`src/rtl/seg_pkg.sv`:
```
// Shared types and constants for the seven-segment encoder: segment vector type,
// blank pattern, the 16-entry digit table and the settle FSM state enum.
package seg_pkg;

  // Index 0 is segment a, index 6 is segment g; active-low (0 = lit).
  typedef logic [0:6] seg_t;

  typedef enum logic {StIdle, StSettle} state_e;

  localparam seg_t SEG_BLANK = 7'b1111111;

  localparam seg_t SEG_TABLE [16] = '{
    7'b0000001, 7'b1001111, 7'b0010010, 7'b0000110,
    7'b1001100, 7'b0100100, 7'b0100000, 7'b0001111,
    7'b0000000, 7'b0000100, 7'b0001000, 7'b1100000,
    7'b0110001, 7'b1000010, 7'b0110000, 7'b0111000
  };

endpackage

```
`src/rtl/seg_to_hex.sv`:
```
// Combinational lookup: segment pattern -> hex digit, with an error flag when the
// pattern is not one of the 16 table entries (digit forced to 0 in that case).
module seg_to_hex
  import seg_pkg::*;
(
  input  seg_t        i_seg,
  output logic [3:0]  o_hex,
  output logic        o_err
);

  always_comb begin
    o_hex = 4'h0;
    o_err = 1'b1;
    for (int i = 0; i < 16; i++) begin
      if (i_seg == SEG_TABLE[i]) begin
        o_hex = 4'(i);
        o_err = 1'b0;
      end
    end
  end

endmodule

```
`src/rtl/seven_seg_encoder.sv`:
```
// Debounced seven-segment to hex encoder with valid/ready output and sticky overrun.
// Optional SEG_ERR_COUNT_EN adds a saturating err_count output.
module seven_seg_encoder
  import seg_pkg::*;
#(
  parameter int unsigned STABLE_CYCLES = 4
) (
  input  logic        Clk,
  input  logic        ResetN,
  input  seg_t        seg_in,
  output logic [3:0]  hex_out,
  output logic        seg_err,
  output logic        out_valid,
  input  logic        out_ready,
  output logic        overrun,
  input  logic        clr_overrun
`ifdef SEG_ERR_COUNT_EN
  ,
  output logic [7:0]  err_count
`endif
);

  localparam logic [7:0] CntMax = 8'(STABLE_CYCLES - 1);

  state_e     r_state;
  state_e     w_state_next;
  seg_t       r_seg;
  logic [7:0] r_cnt;
  logic [3:0] r_hex;
  logic       r_err;
  logic       r_valid;
  logic       r_overrun;

  logic       w_changed;
  logic       w_commit;
  logic       w_emit;
  logic       w_accept;
  logic       w_load;
  logic       w_drop;
  logic [3:0] w_lut_hex;
  logic       w_lut_err;

  seg_to_hex u_seg_to_hex (
    .i_seg (r_seg),
    .o_hex (w_lut_hex),
    .o_err (w_lut_err)
  );

  assign w_changed = (seg_in != r_seg);

  // State register
  always_ff @(posedge Clk or negedge ResetN) begin
    if (!ResetN) begin
      r_state <= StIdle;
    end else begin
      r_state <= w_state_next;
    end
  end

  // Next-state logic: any change restarts settling, from either state.
  always_comb begin
    w_state_next = r_state;
    if (w_changed) begin
      w_state_next = StSettle;
    end else if (w_commit) begin
      w_state_next = StIdle;
    end
  end

  // Output / control decode
  always_comb begin
    w_commit = (r_state == StSettle) && !w_changed && (r_cnt == CntMax);
    w_emit   = w_commit && (r_seg != SEG_BLANK);
    w_accept = r_valid && out_ready;
    w_load   = w_emit && (!r_valid || out_ready);
    w_drop   = w_emit && r_valid && !out_ready;
  end

  always_ff @(posedge Clk or negedge ResetN) begin
    if (!ResetN) begin
      r_seg <= SEG_BLANK;
      r_cnt <= 8'd0;
    end else if (w_changed) begin
      r_seg <= seg_in;
      r_cnt <= 8'd0;
    end else if (r_state == StSettle && !w_commit) begin
      r_cnt <= r_cnt + 8'd1;
    end
  end

  // Result register: a simultaneous accept and commit reloads and keeps valid high.
  always_ff @(posedge Clk or negedge ResetN) begin
    if (!ResetN) begin
      r_hex   <= 4'h0;
      r_err   <= 1'b0;
      r_valid <= 1'b0;
    end else if (w_load) begin
      r_hex   <= w_lut_hex;
      r_err   <= w_lut_err;
      r_valid <= 1'b1;
    end else if (w_accept) begin
      r_valid <= 1'b0;
    end
  end

  // Set has priority over clear.
  always_ff @(posedge Clk or negedge ResetN) begin
    if (!ResetN) begin
      r_overrun <= 1'b0;
    end else if (w_drop) begin
      r_overrun <= 1'b1;
    end else if (clr_overrun) begin
      r_overrun <= 1'b0;
    end
  end

`ifdef SEG_ERR_COUNT_EN
  logic [7:0] r_err_count;

  // Counts every error commit, dropped ones included.
  always_ff @(posedge Clk or negedge ResetN) begin
    if (!ResetN) begin
      r_err_count <= 8'd0;
    end else if (w_emit && w_lut_err && r_err_count != 8'hFF) begin
      r_err_count <= r_err_count + 8'd1;
    end
  end

  assign err_count = r_err_count;
`endif

  assign hex_out   = r_hex;
  assign seg_err   = r_err;
  assign out_valid = r_valid;
  assign overrun   = r_overrun;

endmodule

```
`config.mk`:
```
export PLATFORM = sky130hd
export DESIGN_NAME = seven_seg_encoder
export DESIGN_NICKNAME = d
export VERILOG_FILES = /design/src/rtl/seg_pkg.sv /design/src/rtl/seg_to_hex.sv /design/src/rtl/seven_seg_encoder.sv
export SDC_FILE = /design/constraint.sdc
export NUM_CORES = 1
export LEC_CHECK = 0
export BUFFER_PORTS_ARGS = -buffer_cell sky130_fd_sc_hd__buf_4
export CORE_MARGIN = 3
export CORE_UTILIZATION = 51
export CTS_CLUSTER_DIAMETER = 50
export CTS_CLUSTER_SIZE = 14
export DETAILED_ROUTE_END_ITERATION = 7
export PLACE_DENSITY = 0.78
export SLEW_MARGIN = 10
export SYNTH_ARGS = -nofsm -noshare
export SYNTH_HDL_FRONTEND = slang
export SYNTH_SLANG_ARGS = --single-unit
```
`constraint.sdc`:
```
create_clock -name Clk -period 1.52 [get_ports Clk]
set_input_delay 0.304 -clock Clk [delete_from_list [all_inputs] [get_ports Clk]]
set_output_delay 0.304 -clock Clk [all_outputs]
set_load 0.02 [all_outputs]
```
Word-level counts from Yosys, hierarchy flattened

Index checks and enable logic that the tools add are counted.

Logic and storage cells: 83
Output and inout bits: 7
Bits in registers: 23

Equal/unequal tests: 18
Mux-type cells: 39
Reductions and logical operators: 18
Add/sub/neg operators: 1

Operator list:

| operator                                             | count |
|---|---|
| equality test 7 x 6 -> 1 bit (second input constant) | 5 |
| 2-to-1 mux 4 bit                                     | 8 |
| equality test 7 bit (second input constant)          | 4 |
| 2-to-1 mux 1 bit                                     | 23 |
| 2-to-1 mux 8 bit                                     | 2 |
| equality test 7 x 3 -> 1 bit (second input constant) | 2 |
| equality test 7 x 4 -> 1 bit (second input constant) | 2 |
| 2-to-1 mux 3 bit                                     | 4 |
| adder 8 x 1 -> 8 bit (second input constant)         | 1 |
| equality test 8 x 2 -> 1 bit (second input constant) | 1 |
| logical AND 1 bit                                    | 8 |
| nonzero test 2 bit                                   | 4 |
| equality test 7 x 1 -> 1 bit (second input constant) | 1 |
| equality test 7 x 5 -> 1 bit (second input constant) | 1 |
| logical NOT 7 bit                                    | 1 |
| != test 7 bit                                        | 1 |
| != test 7 bit (second input constant)                | 1 |
| logical NOT 1 bit                                    | 4 |
| 2-to-1 mux 2 bit                                     | 2 |
| logical OR 1 bit                                     | 1 |

Depth between registers and ports, before layout

Gate-level depths: netlist of run 1.

Depth in word-level cells: 17
Mapped depth: 6
Depth with buffers taken out: 5

By module

A second synthesis of run 1 with hierarchy kept.

Cell total of the unflattened synthesis: 142
Area, all modules: 1,425.1 µm²

Modules (own cells, without submodules):

| module            | sequential area each (µm²) | area an instance (µm²) | cells an instance | times used |
|---|---|---|---|---|
| seven_seg_encoder | 584.3                      | 1,059.8                | 88                | 1 |
| seg_to_hex        | 0.0                        | 365.4                  | 54                | 1 |

Worst setup path before layout of run 1

No wires, ideal clock.

Kind: register -> register
Start: reg r_seg[5]
End: reg r_hex[1], in the netlist hex_out[1]
Buffers on the path: 0
Library setup time: 0.125 ns
Arrival time: 1.485 ns
Setup slack: -0.090 ns
Cell stages (with the launch flop): 6
Cells stage by stage: dfstp_2 -> xor2_1 -> nor4_1 -> nand4_1 -> nand3b_4 -> mux2_4

Longest elaborated chain between the ends: 15

RTL lines:

| element                       | line                    | source |
|---|---|---|
| from (decl)                   | seven_seg_encoder.sv:27 | `seg_t r_seg;` |
| from (signal assigned)        | seven_seg_encoder.sv:84 | `r_seg <= seg_in;` |
| equality test 7 x 5 -> 1 bit  | seg_to_hex.sv:15        | `if (i_seg == SEG_TABLE[i]) begin` |
| 2-to-1 mux 2 bit (2 in a row) | seg_to_hex.sv:15        |  |
| 2-to-1 mux 3 bit (4 in a row) | seg_to_hex.sv:15        |  |
| 2-to-1 mux 4 bit (8 in a row) | seg_to_hex.sv:15        |  |
| to (signal assigned)          | seven_seg_encoder.sv:98 | `r_hex <= w_lut_hex;` |
| to (decl)                     | seven_seg_encoder.sv:29 | `logic [3:0] r_hex;` |

Parallel ways exist; a longest one is shown, timed or not.
A chain may end at the register's enable or synchronous reset.

Worst setup path after layout of run 1

Start: reg r_seg[5]
End: reg r_state

Longest elaborated chain between the ends: 5

RTL lines:

| element                             | line                    | source |
|---|---|---|
| != test 7 bit *                     | seven_seg_encoder.sv:49 | `assign w_changed = (seg_in != r_seg);` |
| logical NOT 1 bit                   | seven_seg_encoder.sv:72 | `w_commit = (r_state == StSettle) && !w_changed && (r_cnt == CntMax);` |
| logical AND 1 bit (2 in a row)      | seven_seg_encoder.sv:72 |  |
| nonzero test 2 bit (no source line) | --                      |  |
| to (signal assigned)                | seven_seg_encoder.sv:54 | `r_state <= StIdle;` |
| to (signal assigned)                | seven_seg_encoder.sv:56 | `r_state <= w_state_next;` |
| to (decl)                           | seven_seg_encoder.sv:25 | `state_e r_state;` |

Mark *: on every way between the ends. The rest lies on a longest branch, timed or not.

==> results.md, run 1 <==
* Count of pins over their slew limit at 0
* Worst Hold Depth at 1
* Clock tree from TritonCTS: yes
* Die boundary height at 57.29 µm
* Outcome: finished with violations
* Total instance count after detailed placement at 200
* Reg2reg setup slack at -190 ps
* Clock root buffer master: clkbuf_4
* Cell depth of the worst flop-to-flop path at 7
* Std cell rows at 17
* Number of global-route vias before repair at 1164
* Fraction of the mapped netlist area in compound gates at 8.022%
* Pleak at 0.8399 nW
* Combinational family with the most area after synthesis: simple AND/OR/NAND/NOR gates
* Highest fanout seen on the critical path at 5
* Clock buffer count from CTS at 3
* Register bit count reported by yosys at 23
* Count of maximum capacitance violations at 0
* Number of failing hold endpoints at the final stage at 0
* Final antenna-violating net count at 0
* Remaining Overflow, GRT at 0
* Initial cell density of the core at 56.81%
* Ports placed on the boundary at 18
* Finish-stage setup viols at 15
* Worst rel slew slack at 69.18%
* Fraction of layout cells with a size suffix above 1 at 41.67%
* Synth Net Count at 156
* Quantity of I/O buffers inserted on ports at 17
* Clk buf depth at 2
* Path class of the lowest-slack min-delay path: in -> reg
* Type of element launching the critical path: register
* Dominant synthesized flop cell: dfrtp_1
* Sink of the worst hold path: r_seg[5]
* Post-synthesis average cell area at 9.314 µm²
* Number of DRC violations after detailed routing at 0
* Fraction of synthesized area in multiplexers at 4.851%
* Pre-CTS WS at -187.0 ps
* Worst-margin pin slew at 455.8 ps
* EDFF count, synth at 0
* Least setup slack across all paths after layout at -193.8 ps
* Area of the placeable core at 0.002361 mm²
* Pwr/cell area at 616.6 mW/mm²
* Die area at 0.003282 mm²
* Reg2Reg Launch Point: r_seg[5]
* Length of the first detailed-routing pass in iterations at 4
* Setup repair after global routing missed its margin: true
* Area leader, netlist: dfrtp_1
* Cell types with the highest counts after synthesis: 16 x dfrtp_1, 11 x nor2_1, 11 x xor2_1, 10 x nand2_1, 8 x clkbuf_1
* Worst R2R End: r_state
* FILL cells at 165
* Share of synthesized cell area in and, or, nand and nor gates at 26.87%
* Failing checks: negative setup slack
* Worst EP arrival at 1930 ps
* Number of clock sinks seen by CTS at 23
* Worst Setup Path Type: reg -> reg
* Top cells by area in the synthesized netlist: dfrtp_1 30%, dfstp_2 14%, xor2_1 7.2%
* Cells after Synth at 144
* First element of the critical path: r_seg[5]
* Endpoint kind of the worst setup timing path: register
* Clock transition at the register clock pins on the worst setup and hold paths after CTS at 130 ps
* Critical hold path startpoint: seg_in[5]
* Clock Latency Late Sink at 310 ps
* Final routed wirelength across all metal layers at 3026 µm
* Fraction of post-synthesis cell area in the top cell type by area at 29.85%
* Maximum vdd ir drop at 0.5287 mV
* Number of antenna violations at the first check in global routing at 0
* Non-filler cells, final at 208
* Req. time, crit path at 1740 ps
* Library cells used by synthesis at 37
* Via/cell ratio at 5.639
* Mapped cell area at 0.001341 mm²
* Hold_ws at 91.42 ps
* Synthesis-to-layout area growth at 32.84%
* Sequential area share after synthesis at 43.56%
* Async set-reset flop share out of synthesis at 100.0%
* Fraction of the mapped netlist area in adder cells at 0.9328%
* Yosys warnings at 0
* Count of vias placed by the detailed router at 1173
* Max Clock Freq at 583.5 MHz
* Final-stage net count at 193
* First-iteration detailed-routing DRC count at 58
* # H-tree levels at 1
* ANT cells at 0
* Area share of xor/xnor cells in the synthesized design at 9.795%
* Most used standard cell by instance count after synthesis: dfrtp_1
* Detailed placer's ending HPWL at 2122 µm
* Period utilization at 112.7%
* Fin crit period at 1714 ps
* Final weighted congestion in routability-driven placement at 0.7894
* Max Clock Skew at 3.793 ps
* Die Wd at 57.29 µm
* Maximum number of pins on one net before global-route repair at 24
* Global-route wire length before repair at 4912 µm
* Average wire per cell in the routed design at 14.55 µm
* GRT Resource Usage Total at 18.58%
==> state kept, by name (all words and copies together), names as in the netlist <==
register / count
hex_out: 4
out_valid: 1
overrun: 1
r_cnt: 8
r_seg: 7
r_state: 1
seg_err: 1
==> stage by stage <==
| step | cell area (µm²) | utilization, % | TNS, ps | total power, mW |
|---|---|---|---|---|
| after floorplan | 1341 | - | -263.1 | 0.7314 |
| after global placement | 1647 | 69.74 | -658.6 | 0.8009 |
| after detailed placement | 1647 | 69.74 | -904.1 | 0.8091 |
| after CTS | 1687 | 71.44 | -1088 | 1.101 |
| after global routing | 1782 | 75.46 | -2934 | 1.155 |
| final | 1782 | 75.46 | -2238 | 1.099 |
==> where the power goes <==
part | total [mW] | internal [mW] | switching, mW
clock | 0.289 | 0.0984 | 0.191
sequential | 0.647 | 0.630 | 0.0172
combinational | 0.162 | 0.0846 | 0.0777
==> critical path, stage by stage, from the launching register on <==
cell and delay (ps):
dfstp_2 560, xor2_1 80, nor4_2 270, nand4_1 160, buf_4 170, buf_6 120, buf_12 130, nand2b_1 130
==> what timing repair did <==
item	CTS	global route
setup endpoints to repair	8	16
hold endpoints to repair	16	0
gates resized for setup	1	15
pin swaps	0	3
hold buffers	1	0
buffers inserted	0	3
==> final cells by class <==
cell class | instances | area, µm² | area share (%)
Inverter | 4 | 15.01 | 0.8427
Tap cell | 28 | 35.03 | 1.966
Multi-Input combinational cell | 102 | 735.7 | 41.29
Timing Repair Buffer | 47 | 384.1 | 21.56
Clock inverter | 1 | 5.005 | 0.2809
Clock buffer | 3 | 22.52 | 1.264
Sequential cell | 23 | 584.3 | 32.79
==> kinds of logic (layout without fill, tap and decap cells) <==
family,after synthesis,after routing
adder cells (fa/ha/maj),1,1
AND/OR/NAND/NOR,63,63
XOR/XNOR,15,15
buffers and inverters,19,55
flip-flops,23,23
multiplexers,5,5
AO/OA/AOI/OAI,18,18
==> worst max-delay path by stage <==
stage	cells after the start	endpoint	slack [ps]
4_1_cts	5	hex_out[2]	-210
3_5_place_dp	5	hex_out[2]	-190
2_1_floorplan	5	hex_out[1]	-90
6_report	7	r_state	-190
5_1_grt	7	overrun	-250
3_3_place_gp	5	hex_out[3]	-140
==> per-layer routing <==
metal / up-vias / routed length [µm] / track usage (%)
met5: - / 0 / 0
met4: 0 / 61 / 7.616
met3: 8 / 178 / 2.262
met2: 50 / 1513 / 32.95
met1: 546 / 1271 / 22.68
li1: 569 / - / -
==> layout by cell type, fill, tap and decap left out, types with 2 or more instances in the layout <==
cell	instances
dfrtp_1	16
buf_4	43
nor3_1	3
a21oi_2	2
nand2_1	9
nor2_2	5
clkbuf_4	3
o211ai_1	2
nand2b_1	5
o21ai_0	2
buf_12	2
dfstp_2	7
inv_1	4
o21ai_1	4
xor2_1	11
nor2_4	2
nand4_1	7
nand3b_1	3
nor2_1	5
mux2i_1	2
xnor2_1	4
nor4_2	2
and3_1	4
o22ai_1	2
nand3_1	7
mux2_4	3
No activity file was read; power rests on OpenSTA's default activity.
==> run 2: changes to the inputs <==
==> constraint.sdc (replaced) <==
create_clock -name Clk -period 1.52 [get_ports Clk]
set_input_delay 0.228 -clock Clk [delete_from_list [all_inputs] [get_ports Clk]]
set_output_delay 0.228 -clock Clk [all_outputs]
set_load 0.02 [all_outputs]
==> results.md, run 2 (synthesis gave the netlist of run 1 again) <==
* Detailed placer's ending HPWL at 2188 µm (+3.1%)
* Type of element launching the critical path: register
* Reg power frac at 58.7% (-0.2 points)
* Maximum vdd ir drop at 0.5345 mV (+1.1%)
* Worst Setup Path Type: reg -> reg
* ANT cells at 0 (unchanged)
* Least setup slack across all paths after layout at -236.6 ps (-42.83 ps)
* Sink of the worst hold path: overrun
* Area of the placeable core at 0.002361 mm² (unchanged)
* Final total negative setup slack at -2621 ps (-383.3 ps)
* GR Layer Usage met3 at 2.036% (-0.23 points)
* Fin crit period at 1757 ps (+42.83 ps)
* Reg2reg setup slack at -240 ps (-40 ps)
* GRT Resource Usage Total at 18.99% (+0.42 points)
* Clock power share at 26.0% (-0.3 points)
* Clk buf depth at 2 (unchanged)
* Register bank with the most flops: r_cnt
* Period utilization at 115.6% (+2.8 points)
* Worst EP arrival at 1970 ps (+40 ps)
* Synthesis-to-layout area growth at 38.62%
* Ports placed on the boundary at 18 (unchanged)
* Count of maximum capacitance violations at 0 (unchanged)
* Final antenna-violating net count at 0 (unchanged)
* Number of antenna violations at the first check in global routing at 0 (unchanged)
* Max Clock Freq at 569.3 MHz (-2.4%)
* Clock tree from TritonCTS: yes
* Die area at 0.003282 mm² (unchanged)
* Reg2Reg Launch Point: r_seg[5]
* Path class of the lowest-slack min-delay path: in -> reg
* Pwr/cell area at 594.4 mW/mm² (-3.6%)
* FILL cells at 152 (-7.9%)
* Switching part of the total at 25.85% (-0.14 points)
* First-iteration detailed-routing DRC count at 33 (-43%)
* Final routed wirelength across all metal layers at 3158 µm (+4.4%)
* Highest fanout seen on the critical path at 5 (unchanged)
* Worst R2R End: r_state
* Endpoint kind of the worst setup timing path: register
* Number of failing hold endpoints at the final stage at 0 (unchanged)
* Maximum number of pins on one net before global-route repair at 24 (unchanged)
* Finish-stage setup viols at 16 (+1)
* GR Layer Usage met2 at 33.28% (+0.33 points)
* Max FFs per register at 8 (unchanged)
* Clock buffer count from CTS at 3 (unchanged)
* Gate power share at 15.3% (+0.5 points)
* Number of DRC violations after detailed routing at 0 (unchanged)
* Clock transition at the register clock pins on the worst setup and hold paths after CTS at 130 ps (about the same)
* Outcome: finished with violations
* Number of global-route vias before repair at 1135 (-2.5%)
* Average wire per cell in the routed design at 14.83 µm (+1.9%)
* Total internal power at 819.5 µW (+0.78%)
* Worst-margin pin slew at 434.3 ps (-21.53 ps)
* Req. time, crit path at 1740 ps (about the same)
* Net switching power at 285.7 µW (about the same)
* Final weighted congestion in routability-driven placement at 0.8256 (+4.6%)
* Most frequent cells in the layout: 41 x buf_4, 16 x dfrtp_1, 11 x xor2_1, 8 x nand2_1, 8 x dlygate4sd3_1
* Final-stage net count at 198 (+2.6%)
* Std cell rows at 17 (unchanged)
* Number of clock sinks seen by CTS at 23 (unchanged)
* # H-tree levels at 1 (unchanged)
* Count of vias placed by the detailed router at 1179 (+0.51%)
* Remaining Overflow, GRT at 0 (unchanged)
* Die boundary height at 57.29 µm (unchanged)
* Global-route wire length before repair at 4954 µm (+0.86%)
* Most common cell after layout, fill and taps aside: buf_4
* Fraction of layout cells with a size suffix above 1 at 41.62% (-0.045 points)
* Clock Latency Late Sink at 310 ps (about the same)
* Max Clock Skew at 0.9031 ps (-2.890 ps)
* Met1 track demand over resource at 24.93% (+2.2 points)
* Cell depth of the worst flop-to-flop path at 7 (unchanged)
* Pleak at 0.8801 nW (+4.8%)
* Worst Hold Depth at 2 (+1)
* Failing checks: negative setup slack
* Pre-CTS WS at -176.2 ps (+10.81 ps)
* Count of pins over their slew limit at 0 (unchanged)
* Quantity of I/O buffers inserted on ports at 17 (unchanged)
* Die Wd at 57.29 µm (unchanged)
* Most utilized layer in the global route result: met2
* Via/cell ratio at 5.535 (-1.8%)
* Worst rel slew slack at 70.65% (+1.5 points)
* Setup repair after global routing missed its margin: true
* Initial cell density of the core at 56.81% (unchanged)
* Critical hold path startpoint: clr_overrun
* Length of the first detailed-routing pass in iterations at 4 (unchanged)
* Clock root buffer master: clkbuf_4
## run 2: cell type report
cell class | instances | area, µm² | share of cell area, %
Multi-Input combinational cell | 102 | 767.0 | 41.25
Sequential cell | 23 | 584.3 | 31.43
Timing Repair Buffer | 52 | 430.4 | 23.15
Tap cell | 28 | 35.03 | 1.884
Clock buffer | 3 | 22.52 | 1.211
Inverter | 4 | 15.01 | 0.8075
Clock inverter | 1 | 5.005 | 0.2692
## run 2: repair_timing
action                                  4_1_cts  5_1_grt
endpoints found under the hold margin        16        7
pin swaps                                     0        7
cloned                                        0        0
gates resized for setup                       1       21
setup buffers                                 0        3
endpoints found under the setup margin       10       15
hold buffers                                  1        7
## run 2: worst max-delay path by stage
| stage | slack, ps | end | startpoint | depth (start not counted) |
|---|---|---|---|---|
| final | -240 | r_state | r_seg[5] | 7 |
| after floorplan | -90 | hex_out[1] | r_seg[5] | 5 |
| after global placement | -120 | hex_out[2] | r_seg[5] | 6 |
| after global routing | -330 | seg_err | r_seg[5] | 6 |
| after CTS | -200 | hex_out[3] | r_seg[5] | 5 |
| after detailed placement | -180 | hex_out[3] | r_seg[5] | 5 |
## run 2: worst max-delay path: stages (launching register included)
cell	delay, ps
dfstp_2	560
xor2_1	60
nor4_1	300
nand4_1	180
buf_4	180
buf_6	120
buf_12	130
nand2b_4	130
## run 2: power groups by stage
stage                     Clock, mW  Combinational [mW]  Sequential (mW)
final                         0.287               0.169            0.649
after global routing          0.336               0.186            0.652
after CTS                     0.299               0.145            0.648
after detailed placement          0               0.142            0.659
after global placement            0               0.136            0.657
after floorplan                   0              0.0819            0.650
## run 2: routing by layer
layer / wire length, µm / part of all wire (%)
met1: 1285 / 41
met2: 1612 / 51
met3: 227 / 7.2
met4: 31 / 0.98
met5: 0 / 0
## run 2: per-stage QoR
stage / total power, mW / area [µm²] / hold slack [ps] / utilization [%] / instances
after global placement: 0.7936 / 1619 / 125.3 / 68.57 / 198
final: 1.105 / 1859 / 92.79 / 78.75 / 213
after detailed placement: 0.8009 / 1619 / 131.6 / 68.57 / 198
after floorplan: 0.7314 / 1341 / -67.59 / - / 144
after CTS: 1.092 / 1663 / 7.733 / 70.43 / 203
after global routing: 1.173 / 1859 / 71.71 / 78.75 / 213
==> run 3: changes to the inputs <==
CORE_UTILIZATION = 56   (was 51)
PLACE_DENSITY = 0.81   (was 0.78)
clock period = 2 ns   (was 1.52 ns; I/O delays follow)
==> results.md, run 3 (synthesis gave the netlist of run 1 again) <==
* Crit path max-delay cell type: dfstp_2
* Footprint of the flip-flops and latches at 584.3 µm² (unchanged)
* First-iteration detailed-routing DRC count at 21 (-36%)
* Period utilization at 92.46% (-23 points)
* Die boundary height at 54.94 µm (-4.1%)
* Endpoint kind of the worst setup timing path: register
* Synthesis-to-layout area growth at 12.78%
* Combined area of the multi-input logic cells at 676.9 µm² (-12%)
* Area of the placeable core at 0.002233 mm² (-5.4%)
* Detailed placer's ending HPWL at 1794 µm (-18%)
* Family with the most delay on the worst path: simple AND/OR/NAND/NOR gates
* Via/cell ratio at 5.712 (+3.2%)
* Outcome: finished clean
* Count of vias placed by the detailed router at 1051 (-11%)
* Quantity of I/O buffers inserted on ports at 17 (unchanged)
* Count of pins over their slew limit at 0 (unchanged)
* Non-filler cells, final at 184 (-14%)
* Clock transition at the register clock pins on the worst setup and hold paths after CTS at 120 ps (about the same)
* Reg2Reg Launch Point: r_seg[3]
* Average wire per cell in the routed design at 12.80 µm (-14%)
* Final total negative setup slack at 0 ps (+2621 ps)
* Max Clock Freq at 540.8 MHz (-5.0%)
* # H-tree levels at 1 (unchanged)
* Highest fanout seen on the critical path at 10 (+5)
* Most frequent cells in the layout: 22 x buf_4, 16 x dfrtp_1, 11 x xor2_1, 11 x nor2_1, 10 x nand2_1
* Most common cell after layout, fill and taps aside: buf_4
* Initial cell density of the core at 60.06% (+3.2 points)
* Maximum vdd ir drop at 0.4451 mV (-17%)
* Number of global-route vias before repair at 978 (-14%)
* Critical hold path startpoint: seg_in[0]
* Core occupancy in the finished layout at 67.73% (-11 points)
* Count of cells resized by post-cts repair at 0 (-1)
* Clock Latency Late Sink at 300 ps (about the same)
* Final routed wirelength across all metal layers at 2355 µm (-25%)
* Least setup slack across all paths after layout at 150.9 ps (+387.4 ps)
* Pre-CTS WS at 182.0 ps (+358.2 ps)
* Worst Setup Path Type: reg -> reg
* Die area at 0.003018 mm² (-8.0%)
* Number of DRC violations after detailed routing at 0 (unchanged)
* Maximum number of pins on one net before global-route repair at 24 (unchanged)
* Clock buffer count from CTS at 3 (unchanged)
* Finish-stage setup viols at 0 (-16)
* Req. time, crit path at 2200 ps (+460 ps)
* Ordered list of cells on the worst path: xor2_1 -> nor4_1 -> nand4_1 -> nand3b_4 -> mux2_4
* Worst EP arrival at 2050 ps (+80 ps)
* Max Clock Skew at 5.080 ps (+4.177 ps)
* Max FFs per register at 8 (unchanged)
* ANT cells at 0 (unchanged)
* Fin crit period at 1849 ps (+92.55 ps)
* Clock tree from TritonCTS: yes
* Count of maximum capacitance violations at 0 (unchanged)
* Pwr/cell area at 524.1 mW/mm² (-12%)
* Final-stage net count at 169 (-15%)
* Peak per-stage delay on the critical path at 640 ps (+80 ps)
* Remaining Overflow, GRT at 0 (unchanged)
* Total chip power at 792.9 µW (-28%)
* Pleak at 0.7057 nW (-20%)
* Register bank with the most flops: r_cnt
* Fraction of layout cells with a size suffix above 1 at 23.72% (-18 points)
* Clock root buffer master: clkbuf_4
* FILL cells at 191 (+26%)
* Path class of the lowest-slack min-delay path: in -> reg
* GRT Resource Usage Total at 18.54% (-0.45 points)
* Final weighted congestion in routability-driven placement at 0.7316 (-11%)
* Ports placed on the boundary at 18 (unchanged)
* Worst-margin pin slew at 374.2 ps (-60.06 ps)
* Clk buf depth at 2 (unchanged)
* Std cell rows at 17 (unchanged)
* Die Wd at 54.94 µm (-4.1%)
* Number of clock sinks seen by CTS at 23 (unchanged)
* Total instance count after detailed placement at 179 (-9.6%)
* First element of the critical path: r_seg[3]
* Setup repair after global routing missed its margin: false
* Number of antenna violations at the first check in global routing at 0 (unchanged)
* Final antenna-violating net count at 0 (unchanged)
* Length of the first detailed-routing pass in iterations at 4 (unchanged)
* Type of element launching the critical path: register
* Worst rel slew slack at 74.70% (+4.0 points)
* Number of failing hold endpoints at the final stage at 0 (unchanged)
* Number of buffer and inverter instances along the worst setup path at 0 (-3)
* Global-route wire length before repair at 4105 µm (-17%)
## run 3: cell count changes in the layout (fill, tap and decap cells not counted), moves of 3 or more
| cell | before | now |
|---|---|---|
| buf_4 | 41 | 22 |
| dlygate4sd3_1 | 8 | 1 |
| nor2_1 | 6 | 11 |
| nor2_2 | 4 | 1 |
## run 3: where the power goes
part / switching (mW) / internal, mW
sequential: 0.0185 / 0.479
combinational: 0.0424 / 0.0446
clock: 0.131 / 0.0777
total: 0.192 / 0.601
## run 3: path summary, 6_finish.rpt
path / end / slack, ps / depth (start not counted)
hold / removal: r_seg[0] / 100 / 1
setup / recovery: hex_out[1] / 150 / 5
setup reg to reg: hex_out[1] / 150 / 5
min in group asynchronous: hex_out[1] / 410 / 2
max in group asynchronous: r_seg[1] / 1310 / 2
hold reg to reg: hex_out[2] / 530 / 1
## run 3: timing repair
item                                    4_1_cts  5_1_grt
buffers inserted                              0        0
endpoints found under the setup margin        0        0
endpoints found under the hold margin        16        0
hold buffers                                  1        0
## run 3: cell type report
cell class                 instances  share of cell area [%]
multi-input combinational        102                   44.75
clock buffer                       4                   1.737
sequential                        23                   38.63
tap                               28                   2.316
timing repair buffer              23                   11.58
inverter                           4                  0.9926
## run 3: through the flow
step | hold slack [ps] | area (µm²)
floorplan | 4.409 | 1341
detailed placement | 205.7 | 1476
finish | 99.56 | 1513
global route | 78.62 | 1513
CTS | 91.94 | 1513
global placement | 202.8 | 1476
## run 3: metal layers
layer,share of wire (%),global-route usage (%),vias up
met3,5.1,3.217,4
met4,0.98,8.097,0
met1,46,24.66,490
met2,48,29.53,35
li1,-,-,522
met5,0,0,-
